$ cat config.mk
export PLATFORM = sky130hd
export DESIGN_NAME = risc_ctrl_fsm
export DESIGN_NICKNAME = d
export VERILOG_FILES = /design/src/rtl/risc_ctrl_fsm.sv
export SDC_FILE = /design/constraint.sdc
export NUM_CORES = 1
export LEC_CHECK = 0
export CORE_AREA = 2 2 75 77
export CTS_CLUSTER_DIAMETER = 80
export DETAILED_ROUTE_END_ITERATION = 10
export DIE_AREA = 0 0 77 79
export MAX_ROUTING_LAYER = met4
export PLACE_DENSITY = 0.64
export RECOVER_POWER = 50
export SLEW_MARGIN = 0
export SYNTH_ARGS = -nofsm -noshare
export SYNTH_HDL_FRONTEND = slang
export SYNTH_SLANG_ARGS = --single-unit
$ cat constraint.sdc
create_clock -name clk -period 1.6 [get_ports clk]
set_input_delay 0.16 -clock clk [delete_from_list [all_inputs] [get_ports clk]]
set_output_delay 0.16 -clock clk [all_outputs]
set_load 0.005 [all_outputs]
$ cat src/rtl/risc_ctrl_fsm.sv
// risc_ctrl_fsm: instruction-sequencing controller with handshaked fetch, variable execute, memory phase, stall, halt and irq
module risc_ctrl_fsm #(
    parameter int EXEC_CNT_W   = 4,
    parameter int RESET_CYCLES = 2,
    parameter int IRQ_EN       = 1,
    parameter int CNT_W        = 16
) (
    input  logic                  clk,
    input  logic                  reset,
    input  logic                  stall,
    input  logic                  fetch_ready,
    input  logic [EXEC_CNT_W-1:0] exec_cycles,
    input  logic                  mem_op,
    input  logic                  mem_ready,
    input  logic                  halt_req,
    input  logic                  irq,
    output logic [2:0]            current_state,
    output logic                  fetch_en,
    output logic                  ops_en,
    output logic                  exec_en,
    output logic                  mem_en,
    output logic                  wb_en,
    output logic                  irq_ack,
    output logic                  halted,
    output logic [CNT_W-1:0]      instr_count
);
    localparam logic [2:0] S_RESET = 3'd0;
    localparam logic [2:0] S_FETCH = 3'd1;
    localparam logic [2:0] S_OPS   = 3'd2;
    localparam logic [2:0] S_EXEC  = 3'd3;
    localparam logic [2:0] S_MEM   = 3'd4;
    localparam logic [2:0] S_WB    = 3'd5;
    localparam logic [2:0] S_HALT  = 3'd6;
    localparam logic [2:0] S_IRQ   = 3'd7;
    localparam logic [3:0] RST_INIT = 4'(RESET_CYCLES - 1);

    logic [2:0]            state_q, state_d;
    logic [EXEC_CNT_W-1:0] exec_q, exec_d;
    logic [3:0]            rst_cnt_q, rst_cnt_d;
    logic                  mem_op_q, mem_op_d;
    logic [CNT_W-1:0]      cnt_q, cnt_d;

    always_comb begin
        state_d   = state_q;
        exec_d    = exec_q;
        rst_cnt_d = rst_cnt_q;
        mem_op_d  = mem_op_q;
        cnt_d     = cnt_q;
        if (!stall) begin
            case (state_q)
                S_RESET: begin
                    state_d   = (rst_cnt_q == 4'd0) ? S_FETCH : S_RESET;
                    rst_cnt_d = (rst_cnt_q == 4'd0) ? rst_cnt_q : rst_cnt_q - 4'd1;
                end
                S_FETCH: state_d = fetch_ready ? S_OPS : S_FETCH;
                S_OPS: begin
                    // zero latency still spends one cycle in EXECUTE
                    exec_d   = (exec_cycles == '0) ? EXEC_CNT_W'(1) : exec_cycles;
                    mem_op_d = mem_op;
                    state_d  = S_EXEC;
                end
                S_EXEC: begin
                    exec_d = exec_q - 1'b1;
                    if (exec_q == EXEC_CNT_W'(1))
                        state_d = mem_op_q ? S_MEM : S_WB;
                end
                S_MEM: state_d = mem_ready ? S_WB : S_MEM;
                S_WB: begin
                    cnt_d   = cnt_q + 1'b1;
                    state_d = (IRQ_EN != 0 && irq) ? S_IRQ : halt_req ? S_HALT : S_FETCH;
                end
                S_IRQ:   state_d = S_FETCH;
                S_HALT:  state_d = halt_req ? S_HALT : S_FETCH;
                default: state_d = S_RESET;
            endcase
        end
    end

    always_ff @(posedge clk or posedge reset) begin
        if (reset) begin
            state_q   <= S_RESET;
            exec_q    <= '0;
            rst_cnt_q <= RST_INIT;
            mem_op_q  <= 1'b0;
            cnt_q     <= '0;
        end else begin
            state_q   <= state_d;
            exec_q    <= exec_d;
            rst_cnt_q <= rst_cnt_d;
            mem_op_q  <= mem_op_d;
            cnt_q     <= cnt_d;
        end
    end

    assign current_state = state_q;
    assign instr_count   = cnt_q;
    assign fetch_en      = (state_q == S_FETCH) && !stall;
    assign ops_en        = (state_q == S_OPS) && !stall;
    assign exec_en       = (state_q == S_EXEC) && !stall;
    assign mem_en        = (state_q == S_MEM) && !stall;
    assign wb_en         = (state_q == S_WB) && !stall;
    assign irq_ack       = (state_q == S_IRQ) && !stall;
    assign halted        = (state_q == S_HALT);
endmodule

==> results.md, run 1 <==
* Status: finished clean
* Share of cells above drive strength 1 at between 20% and 30%
* Initial core utilization at 28.5%
* FMAX at ~0.64 GHz
* Min cycle time layout at between 1.5 and 2 ns
* EDFF count, synth at 0
* Initial antenna violation count at 0
* Peak VDD IR at 546 uV
* Critical path type: flip-flop to flip-flop
* Vias/cell at a little under 5
* Site Rows at 27
* Worst setup startpoint: current_state[0]
* First-pass GRT wire length at 6090 um
* Layout Nets at roughly 220
* Worst-path clk slew at ~0.10 ns
* Die ar. at around 0.006 mm^2
* Cells after Synth at about 150
* Placed instance area at just over 0.002 mm^2
* DRC at 0
* Worst path required time at between 1.5 and 2 ns
* Largest net degree at the start of global routing at 29
* Dpl hpwl at around 2600 um
* Worst hold path type: primary input to flip-flop
* Synthesized Nets at approximately 170
* Num ports at 38
* Area added between synthesis and finish at 46.2%
* CTS root buf: clkbuf_8
* Register Area at approximately 700 um^2
* Crit path to: rst_cnt_q[1]
* Finish-stage setup viols at 0
* R2R cell count at 6
* Top cells by area, synth: dfrtp_1 (44%), xnor2_1 (8.6%), ha_1 (3.3%), nand2_1 (3.2%), a21oi_1 (2.6%)
* Crit share post-route at between 90 and 100%
* Hold_ws at approximately 0.48 ns
* Post-synth top area share at roughly 44%
* Cell area power density at 1190 mW/mm^2
* Clock Tree Buf Depth at 2
* Num CTS Buffers at 3
* Fin. max-slew vios at 0
* Reg2Reg Setup Slack at 0.03 ns
* Most used DFF post-synth: dfrtp_1
* Clock latency on the worst-skew pair at about 0.28 ns
* Worst Tran Pin Value at just over 0.7 ns
* CORE AREA at between 0.005 and 0.006 mm^2
* 1st-pass router iterations at 4
* Mean Syn Cell Area at slightly above 10 um^2
* GPL Wtd Cong at between 0.8 and 0.9
* Count leader, synth: dfrtp_1
* Worst Path Max Fanout at 4
* Post-synth top cells: dfrtp_1 (27), xnor2_1 (15), nand2_1 (13)
* Die X at about 77 um
* Cell area after synthesis at roughly 0.0015 mm^2
* Area occupied by multi-input gates at approximately 800 um^2
* Cell variety after synth at 43
* CTS tree: done
* Fin. Hold Viols at 0
* FFs w/ async S/R, synth at between 90% and 100%
* Area leader, netlist: dfrtp_1
* Routed Antenna Nets at 0
* Max Cap Viol at 0
* Clock sink count at 28
* Routed via count at between 1000 and 1500
* Yosys reg bits at 28
* Vias in the first global route at 1300
* Global route overflow at 0
* Global Route Usage Sum at about an eighth
* Reg-to-Reg End: rst_cnt_q[1]
* DIE HEIGHT at about 79 um
* Worst Path Arrival at approximately 1.8 ns
* Worst relative slew slack at a little over half
* # diodes at 0
* I/O Buffers at 37
* DR iter-0 viols at 31
* Ys Warns at 0
* Pleak at just under 0.001 uW
* Post-DR wirelength/cell at 13.1 um
* Startpoint Class: flip-flop
* Fillers at 559
* Final clock skew at between 0.004 and 0.005 ns
* Final wirelength at between 3000 and 4000 um
* Reg2reg start: current_state[0]
* Crit path capture type: flip-flop
* RSZ-0062 raised after global routing: true
* H-tree level count at 1
* Fin area at roughly 0.0022 mm^2
* Sequential share of the synthesized area at a little under half
==> critical path, stage by stage, from the launching register on <==
cell	delay (ns)
dfrtp_2	0.44
buf_6	0.13
or3_4	0.38
a211oi_4	0.27
buf_6	0.15
nor2_2	0.03
a21oi_1	0.10
==> stage by stage <==
step | cells | TNS, ns | util [%] | power [uW] | setup slack [ns]
final | 277 | 0 | 41.6 | 2640 | 0.0325
after floorplan | 149 | 0 | - | 1580 | 0.000810
after global placement | 267 | -4.41 | 38.7 | 1980 | -0.317
after global routing | 277 | -0.155 | 41.6 | 2840 | -0.0399
after detailed placement | 267 | -4.75 | 38.7 | 2010 | -0.337
after CTS | 277 | -0.00624 | 41.2 | 2580 | -0.00624
==> where the power goes <==
group / switching, uW / internal, uW
clock: 234 / 221
combinational: 571 / 644
sequential: 121 / 854
total: 926 / 1720
==> sequential cells by signal, summed over array words and instances (netlist names) <==
| name | cells |
|---|---|
| instr_count | 16 |
| current_state | 3 |
| mem_op_q | 1 |
| rst_cnt_q | 4 |
| exec_q | 4 |
==> worst min-delay path by stage <==
stage                               start          endpoint  slack [ns]  cells past startpoint
after floorplan                     reset  current_state[0]        0.22                      1
after global placement    instr_count[15]   instr_count[15]        0.46                      1
after detailed placement     rst_cnt_q[3]      rst_cnt_q[3]        0.47                      1
after CTS                           reset    instr_count[0]        0.25                      3
after global routing                stall         exec_q[0]        0.49                      3
final                               stall         exec_q[0]        0.48                      3
==> placed cells by master (no fill, tap or decap), types with 2 or more instances in the layout <==
cell             netlist  routed
a21oi_1                8       8
and3_1                 3       2
and4_1                 2       2
buf_4                  0      16
buf_6                  1       5
clkbuf_2               0       4
clkbuf_8               0       4
clkdlybuf4s50_1        0      28
dfrtp_1               27      26
dlygate4sd2_1          0       3
ha_1                   4       4
inv_1                  7       7
mux2_2                 3       3
nand2_1               13      12
nand2b_1               2       2
nand3_1                4       4
nand3_2                2       2
nand3b_1               3       3
nand4_1                3       3
nor2_1                 8       5
nor2_2                 0       2
nor3_1                 5       4
nor3b_1                3       3
nor4b_1                2       2
o21ai_0                4       4
o22ai_1                2       2
xnor2_1               15      14
xnor2_2                1       2
xor2_1                 2       2
==> per-layer routing <==
layer | vias to the layer above | track usage [%] | part of all wire [%]
met5 | - | - | 0
met4 | 0 | 4.29 | 1.5
met3 | 5 | 2.27 | 4.0
met2 | 40 | 22.1 | 51
met1 | 647 | 15.4 | 44
li1 | 642 | - | -
==> logic make-up (layout without fill, tap and decap cells) <==
| kind of cell | Yosys count | in the layout | synth area share [%] |
|---|---|---|---|
| simple gates | 55 | 55 | 21.5 |
| flops | 28 | 28 | 46.2 |
| compound gates | 26 | 26 | 11.4 |
| xor+xnor | 18 | 18 | 10.9 |
| buf+inv | 15 | 71 | 4.53 |
| fa+ha+maj | 4 | 4 | 3.30 |
| mux | 3 | 3 | 2.22 |
==> what timing repair did <==
action / CTS / global route
resized for setup: 18 / 17
pin swaps: 3 / 4
setup endpoints to repair: 20 / 21
setup buffers: 7 / 0
hold buffers: 0 / 0
==> area by class of cell <==
class | count | share of cell area, %
Inverter | 7 | 1.18
Multi-Input combinational cell | 106 | 35.9
Tap cell | 72 | 4.06
Clock buffer | 4 | 2.48
Timing Repair Buffer | 60 | 24.7
Sequential cell | 28 | 31.7
Power figures use the tool's default switching activity.
==> inputs of run 2 (changes only) <==
--- a/config.mk
+++ b/config.mk
@@ -7,8 +7,10 @@
 export LEC_CHECK = 0
 export CORE_AREA = 2 2 75 77
 export CTS_CLUSTER_DIAMETER = 80
+export CTS_CLUSTER_SIZE = 30
 export DETAILED_ROUTE_END_ITERATION = 10
 export DIE_AREA = 0 0 77 79
+export HOLD_SLACK_MARGIN = 0.06
 export MAX_ROUTING_LAYER = met4
 export PLACE_DENSITY = 0.64
 export RECOVER_POWER = 50
==> results of run 2 <==
No change in the layout: final DEF, timing and power equal those of run 1.
==> RTL edit 1, RTL diff (settings of run 1) <==
Set the parameter `IRQ_EN` to 0 (it was 1).
--- a/src/rtl/risc_ctrl_fsm.sv
+++ b/src/rtl/risc_ctrl_fsm.sv
@@ -4,3 +4,3 @@
     parameter int RESET_CYCLES = 2,
-    parameter int IRQ_EN       = 1,
+    parameter int IRQ_EN       = 0,
     parameter int CNT_W        = 16
Behaviour: not the same (Yosys sat finds a counterexample within 10 cycles, from zero or initial values and one cycle with reset high).
==> RTL edit 1 against run 1 <==
The flow now finishes with violations (setup timing); fmax down 3.4%; worst setup slack worse by 0.055 ns; area after synthesis down 2.2%; sequential cell count unchanged; count of clock-buffer cells in the layout unchanged; cell area up 2.0%; combinational power up 13%; synthesized cell count down 1.3%; power up 4.3%; sequential power up 2.4%; routed wire length down 5.8%; critical path type unchanged.
==> RTL edit 1: results (changes against run 1) <==
----------------------------------------------------
[Run status]
  Run status ... finished with violations (was finished clean)
  Violations in the final reports ... setup timing

[Place]
  Placed Cells incl. Taps ... 263 (was 267)
  Worst slack, placed ... -0.2714 ns (was -0.3374 ns)

[Finish]
  Buffering overhead ... 26.52% (was 24.68%)
  Multi-input gate area in the final layout ... 792.0 um2 (was 798.3 um2)
  Count of multi-input combinational gates ... 104 (was 106)
  Number of standard cells in the layout, taps in and fillers out ... 281 (was 277)
  Layout cells sized above 1 ... 25.36% (was 25.37%)
  Number of filler instances in the final layout ... 549 (was 559)

[Global route]
  Global Route met3 Usage ... 2.841% (was 2.273%)
  Overall track demand over capacity in global routing ... 12.33% (was 12.85%)
  First-pass GRT wire length ... 5920 um (was 6085 um)

[Routing]
  Met2 layer wire length in the routed design ... 1655 um (was 1836 um)
  Number of DRC markers after the initial detailed-route iteration ... 53 (was 31)

[Synthesis]
  Share of synthesized area spent on multiplexers ... 2.949% (was 2.224%)
  Cell count after synthesis ... 147 (was 149)
  Sequential-to-total area share from yosys stat ... 47.26% (was 46.21%)

[Min path]
  Start point of the worst hold path ... instr_count[15]$_DFFE_PP0P_ (was stall)
  Worst hold endpoint ... instr_count[15]$_DFFE_PP0P_ (was exec_q[0]$_DFFE_PP0P_)

[Pwr]
  IR drop worst, VDD ... 0.0005729 V (was 0.0005459 V)
  Power per standard cell area ... 1219 nW/um2 (was 1191 nW/um2)
  Power share of the clock group ... 14.4% (was 17.2%)
  Cell internal power dissipation ... 1804 uW (was 1719 uW)

[STA]
  Transition time at the pin with the least slew margin ... 0.6867 ns (was 0.7050 ns)
  Post-route setup slack ... -0.02246 ns (was 0.03251 ns)
  Setup violation total in the final timing report ... 2 (was 0)

[Setup path]
  Reg2Reg Depth ... 7 (was 6)
  Crit path max-delay family ... buffers and inverters (was flip-flops)

----------------------------------------------------
RTL edit 1: cell count changes in the layout (fill, tap and decap cells not counted), moves of 3 or more:
cell	before	now
sky130_fd_sc_hd__dlymetal6s2s_1	0	3
sky130_fd_sc_hd__a21oi_1	8	1
sky130_fd_sc_hd__nor2_1	5	9
sky130_fd_sc_hd__a22oi_1	0	3
sky130_fd_sc_hd__o211ai_1	0	3
sky130_fd_sc_hd__buf_4	16	19
sky130_fd_sc_hd__nor3b_1	3	0
sky130_fd_sc_hd__nor2b_1	0	3
sky130_fd_sc_hd__o21ai_0	4	7
RTL edit 1: what timing repair did:
item / in CTS / in global routing
setup endpoints to repair: 18 / 19
pin swaps: 4 / 4
buffers inserted: 9 / 6
resized for setup: 16 / 24
RTL edit 1: stage by stage:
step / area (um2) / hold WS [ns]
floorplan: 1485 / 0.2247
global placement: 2022 / 0.4661
detailed placement: 2022 / 0.4696
CTS: 2170 / 0.2585
global route: 2265 / 0.5032
finish: 2265 / 0.4795
==> RTL edit 2, RTL diff (flow settings as in run 1) <==
Made on the original files. Put one more register stage on the output `instr_count`, with the module's reset. The value now appears one clock later. The other outputs are not delayed to match.
--- a/src/rtl/risc_ctrl_fsm.sv
+++ b/src/rtl/risc_ctrl_fsm.sv
@@ -95,3 +95,9 @@
     assign current_state = state_q;
-    assign instr_count   = cnt_q;
+    always_ff @(posedge clk or posedge reset) begin
+        if (reset) begin
+            instr_count <= '0;
+        end else begin
+            instr_count <= cnt_q;
+        end
+    end
     assign fetch_en      = (state_q == S_FETCH) && !stall;
Check against the original RTL: not equivalent (Yosys sat finds a counterexample within 10 cycles, from zero or initial values and one cycle with reset high).
==> RTL edit 2 against run 1 <==
Cell area rose by 25%; routed wire length rose by 11%; critical path depth did not move; sequential cell count rose by 16; area after synthesis rose by 26%; count of clock-buffer cells in the layout rose by 2; largest power group is now registers; power rose by 28%; worst setup slack improved by 0.0051 ns; combinational power rose by 9%; global-route usage rose by 1.8 points; clock skew rose by 0.0041 ns.
==> RTL edit 2: results (changes against run 1) <==
----------------------------------------------------
[Pwr]
  IR drop worst, VDD ... 0.0008189 V (was 0.0005459 V)

[Global route]
  First-pass GRT wire length ... 6727 um (was 6085 um)
  Overall track demand over capacity in global routing ... 14.67% (was 12.85%)
  Vias in the first global route ... 1449 (was 1300)

[Clocking]
  Htree depth ... 2 (was 1)
  Reg clk slew, reported paths ... 0.08 ns (was 0.10 ns)

[Synthesis]
  Sequential-to-total area share from yosys stat ... 57.54% (was 46.21%)
  Library cells used by synthesis ... 42 (was 43)
  Ranking of synthesized cells by area ... sky130_fd_sc_hd__dfrtp_1 56%, sky130_fd_sc_hd__xnor2_1 5.5%, sky130_fd_sc_hd__nand2_1 3.5% (was sky130_fd_sc_hd__dfrtp_1 44%, sky130_fd_sc_hd__xnor2_1 8.6%, sky130_fd_sc_hd__ha_1 3.3%)

[Setup path]
  CP max stage cell ... sky130_fd_sc_hd__dfstp_2 (was sky130_fd_sc_hd__dfrtp_2)
  Maximum single-stage delay on the critical path ... 0.54 ns (was 0.44 ns)
  Crit path max-delay family ... simple AND/OR/NAND/NOR gates (was flip-flops)

[Finish]
  Layout cells sized above 1 ... 28.63% (was 25.37%)
  Layout Nets ... 264 (was 222)

[Routing]
  Met3 wire length ... 156 um (was 147 um)
  Vias per cell ... 4.650 (was 4.816)
  Met2 layer wire length in the routed design ... 2028 um (was 1836 um)
  Number of DRC markers after the initial detailed-route iteration ... 62 (was 31)

[Place]
  Placer congestion estimate ... 0.8445 (was 0.8124)
  Worst slack, placed ... -0.1777 ns (was -0.3374 ns)
  DPL Wire Length ... 2861 um (was 2600 um)

[STA]
  Transition time at the pin with the least slew margin ... 0.5232 ns (was 0.7050 ns)
  Post-route worst hold slack ... 0.2676 ns (was 0.4767 ns)
  Post-route clock skew ... 0.008673 ns (was 0.004556 ns)

[Run status]
  Run status ... finished clean (unchanged)

----------------------------------------------------
-- RTL edit 2: cell types whose count changed in the layout (fill, tap and decap cells not counted), moves of 3 or more --
cell / before / now
sky130_fd_sc_hd__buf_4: 16 / 31
sky130_fd_sc_hd__nor2_2: 2 / 5
sky130_fd_sc_hd__dfrtp_1: 26 / 41
sky130_fd_sc_hd__a21oi_1: 8 / 5
sky130_fd_sc_hd__xor2_1: 2 / 6
sky130_fd_sc_hd__xnor2_1: 14 / 11
sky130_fd_sc_hd__nand2_1: 12 / 18
-- RTL edit 2: where the power goes --
part           total (uW)  switching (uW)  internal [uW]
Combinational        1320             554            765
Clock                 636             339            297
Sequential           1440             150           1290
-- RTL edit 2: final timing paths --
path                                                from                      endpoint  depth (start not counted)
min in group clk                   cnt_q[15]$_DFFE_PP0P_     instr_count[15]$_DFF_PP0_                          0
worst max register to register  rst_cnt_q[0]$_DFFE_PP1P_      rst_cnt_q[3]$_DFFE_PP0P_                          6
worst min register to register     cnt_q[15]$_DFFE_PP0P_     instr_count[15]$_DFF_PP0_                          0
worst max-delay path            rst_cnt_q[0]$_DFFE_PP1P_      rst_cnt_q[3]$_DFFE_PP0P_                          6
worst min-delay path                               reset         cnt_q[13]$_DFFE_PP0P_                          2
max in group asynchronous                          reset  current_state[0]$_DFFE_PP0P_                          3
-- RTL edit 2: logic make-up after synthesis --
kind of cell,share of synthesized area [%]
AOI/OAI and AO/OA,7.643
xor gates and xnor gates,8.230
adders and majority gates,2.613
buffers and inverters,3.462
DFF,57.54
muxes,1.110
and+or+nand+nor,19.40
-- RTL edit 2: per-layer routing --
layer | GRT usage (%) | vias up
met5 | - | -
met4 | 6.786 | 0
met3 | 3.182 | 7
met2 | 23.42 | 33
met1 | 18.04 | 716
li1 | - | 732
-- RTL edit 2: what timing repair did --
| action | 4_1_cts | 5_1_grt |
|---|---|---|
| cloned | 0 | 0 |
| setup endpoints to repair | 12 | 20 |
| resized for setup | 18 | 24 |
| buffers inserted | 5 | 4 |
| pin swaps | 2 | 5 |
-- RTL edit 2: final cells by class --
| cell class | instances | area [um2] | share of cell area (%) |
|---|---|---|---|
| repair buffers | 76 | 654.4 | 23.50 |
| well taps | 72 | 90.09 | 3.235 |
| flip-flops and latches | 44 | 1105 | 39.67 |
| multi-input cells | 113 | 828.3 | 29.74 |
| clock buffers | 6 | 72.57 | 2.606 |
| inverters | 8 | 30.03 | 1.078 |
| clock inverters | 1 | 5.005 | 0.1797 |
-- RTL edit 2: metrics by stage --
stage | cells | cell area (um2)
6_report | 320 | 2785
5_1_grt | 320 | 2785
4_1_cts | 316 | 2711
3_5_place_dp | 304 | 2577
3_3_place_gp | 304 | 2577
2_1_floorplan | 170 | 1916
